**src/rtl/conv_post_quant.sv**
```systemverilog
// Conv post-processing: bias+saturate, ReLU, rounding requantise to 0..127, tagged output stream.
// Latency 3 cycles from in_valid to out_valid (empty FIFO), 1 result/cycle.
// Upstream cannot stall: results arriving at a full FIFO are dropped and flagged on sticky ovf.
module conv_post_quant_fifo #(
  parameter int W     = 8,
  parameter int DEPTH = 4
) (
  input  logic         clk,
  input  logic         rst_b,
  input  logic         push,
  input  logic         pop,
  input  logic [W-1:0] wdata,
  output logic [W-1:0] rdata,
  output logic         empty,
  output logic         full
);
  localparam int AW = $clog2(DEPTH);
  localparam logic [AW-1:0] PTR_ONE = 1;
  localparam logic [AW:0]   CNT_ONE = 1;
  localparam logic [AW:0]   CNT_MAX = (AW+1)'(DEPTH);

  logic [W-1:0]  mem [DEPTH];
  logic [AW-1:0] wr_ptr, rd_ptr;
  logic [AW:0]   count;

  assign rdata = mem[rd_ptr];
  assign empty = (count == '0);
  assign full  = (count == CNT_MAX);

  // Storage is reset so the head never reads as X while empty.
  always_ff @(posedge clk or posedge rst_b) begin
    if (rst_b) begin
      wr_ptr <= '0;
      rd_ptr <= '0;
      count  <= '0;
      for (int i = 0; i < DEPTH; i++) mem[i] <= '0;
    end else begin
      if (push) begin
        mem[wr_ptr] <= wdata;
        wr_ptr      <= wr_ptr + PTR_ONE;
      end
      if (pop) rd_ptr <= rd_ptr + PTR_ONE;
      case ({push, pop})
        2'b10:   count <= count + CNT_ONE;
        2'b01:   count <= count - CNT_ONE;
        default: count <= count;
      endcase
    end
  end
endmodule

module conv_post_quant #(
  parameter int BIAS_W     = 16,
  parameter int SHIFT      = 8,
  parameter int FIFO_DEPTH = 4,
  parameter int OUT_W      = 22,
  parameter int OUT_H      = 22,
  localparam int CW = (OUT_W > 1) ? $clog2(OUT_W) : 1,
  localparam int RW = (OUT_H > 1) ? $clog2(OUT_H) : 1
) (
  input  logic              clk,
  input  logic              rst_b,
  input  logic              in_valid,
  input  logic [31:0]       in_data,
  input  logic [BIAS_W-1:0] bias,
  input  logic              ovf_clr,
  output logic              out_valid,
  input  logic              out_ready,
  output logic [7:0]        out_data,
  output logic [CW-1:0]     out_col,
  output logic [RW-1:0]     out_row,
  output logic              out_last,
  output logic              ovf
);
  localparam logic [CW-1:0] COL_MAX = CW'(OUT_W - 1);
  localparam logic [RW-1:0] ROW_MAX = RW'(OUT_H - 1);
  localparam logic [CW-1:0] COL_ONE = 1;
  localparam logic [RW-1:0] ROW_ONE = 1;

  logic [32:0] sum33;
  logic [31:0] sum_sat;
  logic [31:0] s1;
  logic        s1_v;
  logic [32:0] rnd33;
  logic [32:0] shifted;
  logic [7:0]  r;
  logic [7:0]  s2;
  logic        s2_v;
  logic        fifo_empty, fifo_full;
  logic        push, pop, drop;

  always_comb begin
    sum33 = {in_data[31], in_data} + {{(33-BIAS_W){bias[BIAS_W-1]}}, bias};
    sum_sat = sum33[31:0];
    if (sum33[32] != sum33[31]) sum_sat = sum33[32] ? 32'h8000_0000 : 32'h7FFF_FFFF;
  end

  // Rounding add done in 33 bits so a sum near the positive limit cannot wrap.
  always_comb begin
    rnd33   = {1'b0, s1} + (33'd1 << (SHIFT - 1));
    shifted = rnd33 >> SHIFT;
    r       = 8'd0;
    if (!s1[31]) r = (shifted > 33'd127) ? 8'd127 : {1'b0, shifted[6:0]};
  end

  always_ff @(posedge clk or posedge rst_b) begin
    if (rst_b) begin
      s1   <= '0;
      s1_v <= 1'b0;
      s2   <= '0;
      s2_v <= 1'b0;
    end else begin
      s1_v <= in_valid;
      if (in_valid) s1 <= sum_sat;
      s2_v <= s1_v;
      if (s1_v) s2 <= r;
    end
  end

  assign out_valid = !fifo_empty;
  assign pop       = out_valid && out_ready;
  assign push      = s2_v && (!fifo_full || pop);
  assign drop      = s2_v && fifo_full && !pop;

  conv_post_quant_fifo #(.W(8), .DEPTH(FIFO_DEPTH)) u_fifo (
    .clk   (clk),
    .rst_b (rst_b),
    .push  (push),
    .pop   (pop),
    .wdata (s2),
    .rdata (out_data),
    .empty (fifo_empty),
    .full  (fifo_full)
  );

  // Position tags follow the head, so they advance only on accepted pops.
  always_ff @(posedge clk or posedge rst_b) begin
    if (rst_b) begin
      out_col <= '0;
      out_row <= '0;
      ovf     <= 1'b0;
    end else begin
      if (pop) begin
        if (out_col == COL_MAX) begin
          out_col <= '0;
          out_row <= (out_row == ROW_MAX) ? '0 : out_row + ROW_ONE;
        end else begin
          out_col <= out_col + COL_ONE;
        end
      end
      if (drop)         ovf <= 1'b1;
      else if (ovf_clr) ovf <= 1'b0;
    end
  end

  assign out_last = (out_col == COL_MAX) && (out_row == ROW_MAX) && out_valid;
endmodule

```
**config.mk**
```make
export PLATFORM = sky130hd
export DESIGN_NAME = conv_post_quant
export DESIGN_NICKNAME = d
export VERILOG_FILES = /design/src/rtl/conv_post_quant.sv
export SDC_FILE = /design/constraint.sdc
export NUM_CORES = 1
export LEC_CHECK = 0
export CAP_MARGIN = 20
export CORE_UTILIZATION = 45
export CTS_CLUSTER_DIAMETER = 30
export DETAILED_ROUTE_END_ITERATION = 8
export HOLD_SLACK_MARGIN = 0.08
export PLACE_DENSITY = 0.78
export RECOVER_POWER = 25
export SLEW_MARGIN = 30
export SYNTH_ARGS = -nofsm -noshare
export SYNTH_HDL_FRONTEND = slang
export SYNTH_HIERARCHICAL = 1
export SYNTH_SLANG_ARGS = --single-unit
```
**constraint.sdc**
```tcl
create_clock -name clk -period 4.07 [get_ports clk]
set_input_delay 0.407 -clock clk [delete_from_list [all_inputs] [get_ports clk]]
set_output_delay 0.407 -clock clk [all_outputs]
set_load 0.05 [all_outputs]
```
==> impl_metrics.csv <==
group,metric,value,unit
clock_tree,clock_path_buffers,2,
die,die_area,13300,um^2
critical_path,cp.required,4.31,ns
grt,grt_max_degree,46,
run,maxCapViolCount,1,
timing,skew,0.00646,ns
clock_tree,cts_num_sinks,84,
critical_path,cpLargestDelayFamily,"compound AO/OA/AOI/OAI gates",
power_and_ir_drop,peakVddDrop,0.245,mV
power_and_ir_drop,power_leakage,2.94,nW
place,port_buffers,73,
timing,final_hold_viol_count,0,
critical_path,path_cells,"clkdlybuf4s50_1 > ha_1 > a211oi_1 > o21bai_1 > a21oi_1 > o21ba_2 > nor2_1 > a31oi_2 > buf_4 > o21ai_0 > o22ai_1",
clock_tree,clk_pin_slew,0.06,ns
place,post-dp-hpwl,10100,um
clock_tree,holdBufCountCts,0,
timing,min_period_over_period,87.7,%
finish,area_growth,21.7,%
critical_path,crit_path_top_delay_cell,"clkdlybuf4s50_1",
finish,ff_latch_area,2100,um^2
clock_tree,cts_resized,0,
critical_path,slowest_delay,0.77,ns
clock_tree,cts_root_buf,"clkbuf_16",
finish,n_fill_cell,1086,
die,start_util,46.0,%
timing,fin_crit,3.57,ns
timing,setup-violations-final,0,
power_and_ir_drop,power.density,610,nW/um^2
synth,ys_types,69,
route,vias,4862,
place,gp_congestion,0.943,
finish,fin_util,56.0,%
timing,tns,0,ns
clock_tree,post-cts-setup-buffer-count,0,
synth,synth_area_leaders,"dfrtp_1 (36%), ha_1 (9.1%), mux2_2 (6.4%)",
synth,ys_warn_count,6,
synth,synth.most_common_cell,"dfrtp_1",
route,routed_wl,13400,um
finish,multiInputGateArea,3450,um^2
clock_tree,htreeDepth,3,
route,drtIter0Drc,336,
place,place_area,6720,um^2
clock_tree,clkLatencyLatePin,0.33,ns
critical_path,crit_arrival,3.81,ns
hold_path,hp-class,"flip-flop to flip-flop",
synth,synthTopCellsByCount,"dfrtp_1 (84), a21oi_1 (63), o21ai_0 (44)",
grt,grt_usage,20.9,%
timing,hold_ws,0.499,ns
route,ant_nets,0,
critical_path,startpoint_type,"input pin",
die,die_y,115,um
timing,setup_ws,0.501,ns
clock_tree,cts_tree,"done",
outcome,status,"finished, violations left",
finish,drive_gt1_share,12.7,%
timing,slew_headroom,-62.3,%
grt,antenna_found_initial,0,
die,ioPinCount,74,
die,dieWidth,115,um
place,pre_cts_slack,0.219,ns
finish,finish.instance_area,7040,um^2
synth,synth_seq_cells,84,
synth,synth.cell_area,5780,um^2
critical_path,worst-path-buf-inv,2,
timing,timing.fmax,280,MHz
synth,dominantRegCellSynth,"dfrtp_1",
synth,yosysTopAreaCellShare,36.3,%
die,row_count,41,
timing,tightest_slew,2.43,ns
timing,grt_setup_unrepaired,"false",
critical_path,worstPathMaxFanout,20,
route,drc,0,
die,core_area,12600,um^2
route,viasPerCell,5.71,
synth,synth_top_area_cell,"dfrtp_1",
route,dr.pass1.iters,5,
outcome,violations,"capacitance limit, slew limit",
grt,grt-ovfl-total,0,
finish,n_antenna_cell,0,
synth,synth.avg_cell_area,9.69,um^2
synth,synthArstFlopShare,100,%
grt,grt_pass1_wl,22100,um
synth,syn_inst,597,
critical_path,cp-end-kind,"flip-flop",
synth,seq_area_frac_synth,36.3,%
route,wl_per_cell,15.7,um
clock_tree,cts_buffers,9,
finish,nNetsFinal,770,
critical_path,path_class,"input pin to flip-flop",
grt,grt_pass1_vias,4838,
timing,final_max_slew_viol_count,46,
synth,synth_edf_count,0,
## area by class of cell
cell class	instances	area share [%]
clock buffers	13	3.70
clock inverters	3	0.977
inverters	43	2.29
multi-input cells	456	49.0
flip-flops and latches	84	29.9
well taps	172	3.06
repair buffers	80	11.1
## worst register-to-register path: stages, from the launching register on
cell	delay (ns)
dfrtp_1	0.41
nand3_1	0.13
nor4_1	0.50
and3_1	0.30
a32oi_1	0.13
or4_4	0.58
nor3_4	0.33
a21oi_1	0.13
## sequential cells by signal (all words and copies together), names as in the netlist
| signal | count |
|---|---|
| u_fifo/count | 3 |
| out_col | 5 |
| s1_v | 1 |
| u_fifo/rd_ptr | 2 |
| s1 | 25 |
| ovf | 1 |
| u_fifo/mem | 32 |
| s2_v | 1 |
| u_fifo/wr_ptr | 2 |
| s2 | 7 |
| out_row | 5 |
## final timing paths
check                          startpoint  slack [ns]        endpoint  cells after the start
min reg2reg                u_fifo/mem[13]        0.50  u_fifo/mem[13]                      1
max reg2reg                        s1[22]        1.41           s2[5]                      7
min in group asynchronous           rst_b        0.86  u_fifo/mem[31]                      2
max                              bias[15]        0.50          s1[24]                     11
max in group asynchronous           rst_b        1.23          s1[19]                      3
min                        u_fifo/mem[13]        0.50  u_fifo/mem[13]                      1
## metal layers
metal | global-route usage, % | part of all wire, %
met1 | 25.9 | 45
met2 | 36.6 | 49
met3 | 3.48 | 4.6
met4 | 7.19 | 2.0
met5 | 0 | 0
## report_power, final
group | leakage [nW] | internal [W] | switching (W) | total (W)
combinational | 1.80 | 0.000869 | 0.00110 | 0.00197
clock | 0.160 | 0.000573 | 0.000316 | 0.000888
sequential | 0.982 | 0.00115 | 0.000288 | 0.00143
## through the flow
step	std cells	total power [W]
CTS	851	0.00432
finish	851	0.00429
floorplan	600	0.00284
detailed placement	835	0.00340
global placement	835	0.00331
global route	851	0.00456
## kinds of logic (layout without fill, tap and decap cells)
family	after synthesis	in the layout	synth area share, %
AO/OA/AOI/OAI	193	193	20.8
AND/OR/NAND/NOR	134	134	13.0
flip-flops	84	84	36.3
buffers and inverters	60	139	4.26
adder cells (fa/ha/maj)	44	44	9.63
multiplexers	43	43	9.89
XOR/XNOR	38	38	6.08
other	1	4	0.0648
## layout by cell type, fill, tap and decap left out, drive strengths merged, types with 3 or more instances in the layout
| cell type | synthesis | layout |
|---|---|---|
| a211oi | 10 | 10 |
| nor4 | 4 | 4 |
| ha | 42 | 42 |
| mux4 | 8 | 8 |
| nand4 | 16 | 16 |
| a21oi | 63 | 63 |
| o21ai | 47 | 47 |
| a31oi | 4 | 4 |
| dfrtp | 84 | 84 |
| nand2 | 42 | 42 |
| o31ai | 5 | 5 |
| o211ai | 5 | 5 |
| a221oi | 3 | 3 |
| xor2 | 11 | 11 |
| a22oi | 4 | 4 |
| o21a | 3 | 3 |
| nand3 | 16 | 16 |
| a22o | 3 | 3 |
| clkdlybuf4s50 | 0 | 72 |
| nor2 | 20 | 20 |
| o22ai | 23 | 23 |
| and2 | 3 | 3 |
| a21o | 6 | 6 |
| inv | 42 | 41 |
| and3 | 7 | 7 |
| clkbuf | 10 | 14 |
| clkinv | 1 | 3 |
| buf | 7 | 6 |
| conb | 1 | 4 |
| o21bai | 4 | 4 |
| mux2 | 33 | 33 |
| or2 | 3 | 3 |
| nor3 | 9 | 9 |
| xnor2 | 27 | 27 |
| or3 | 7 | 7 |
No activity file was read; power rests on OpenSTA's default activity.
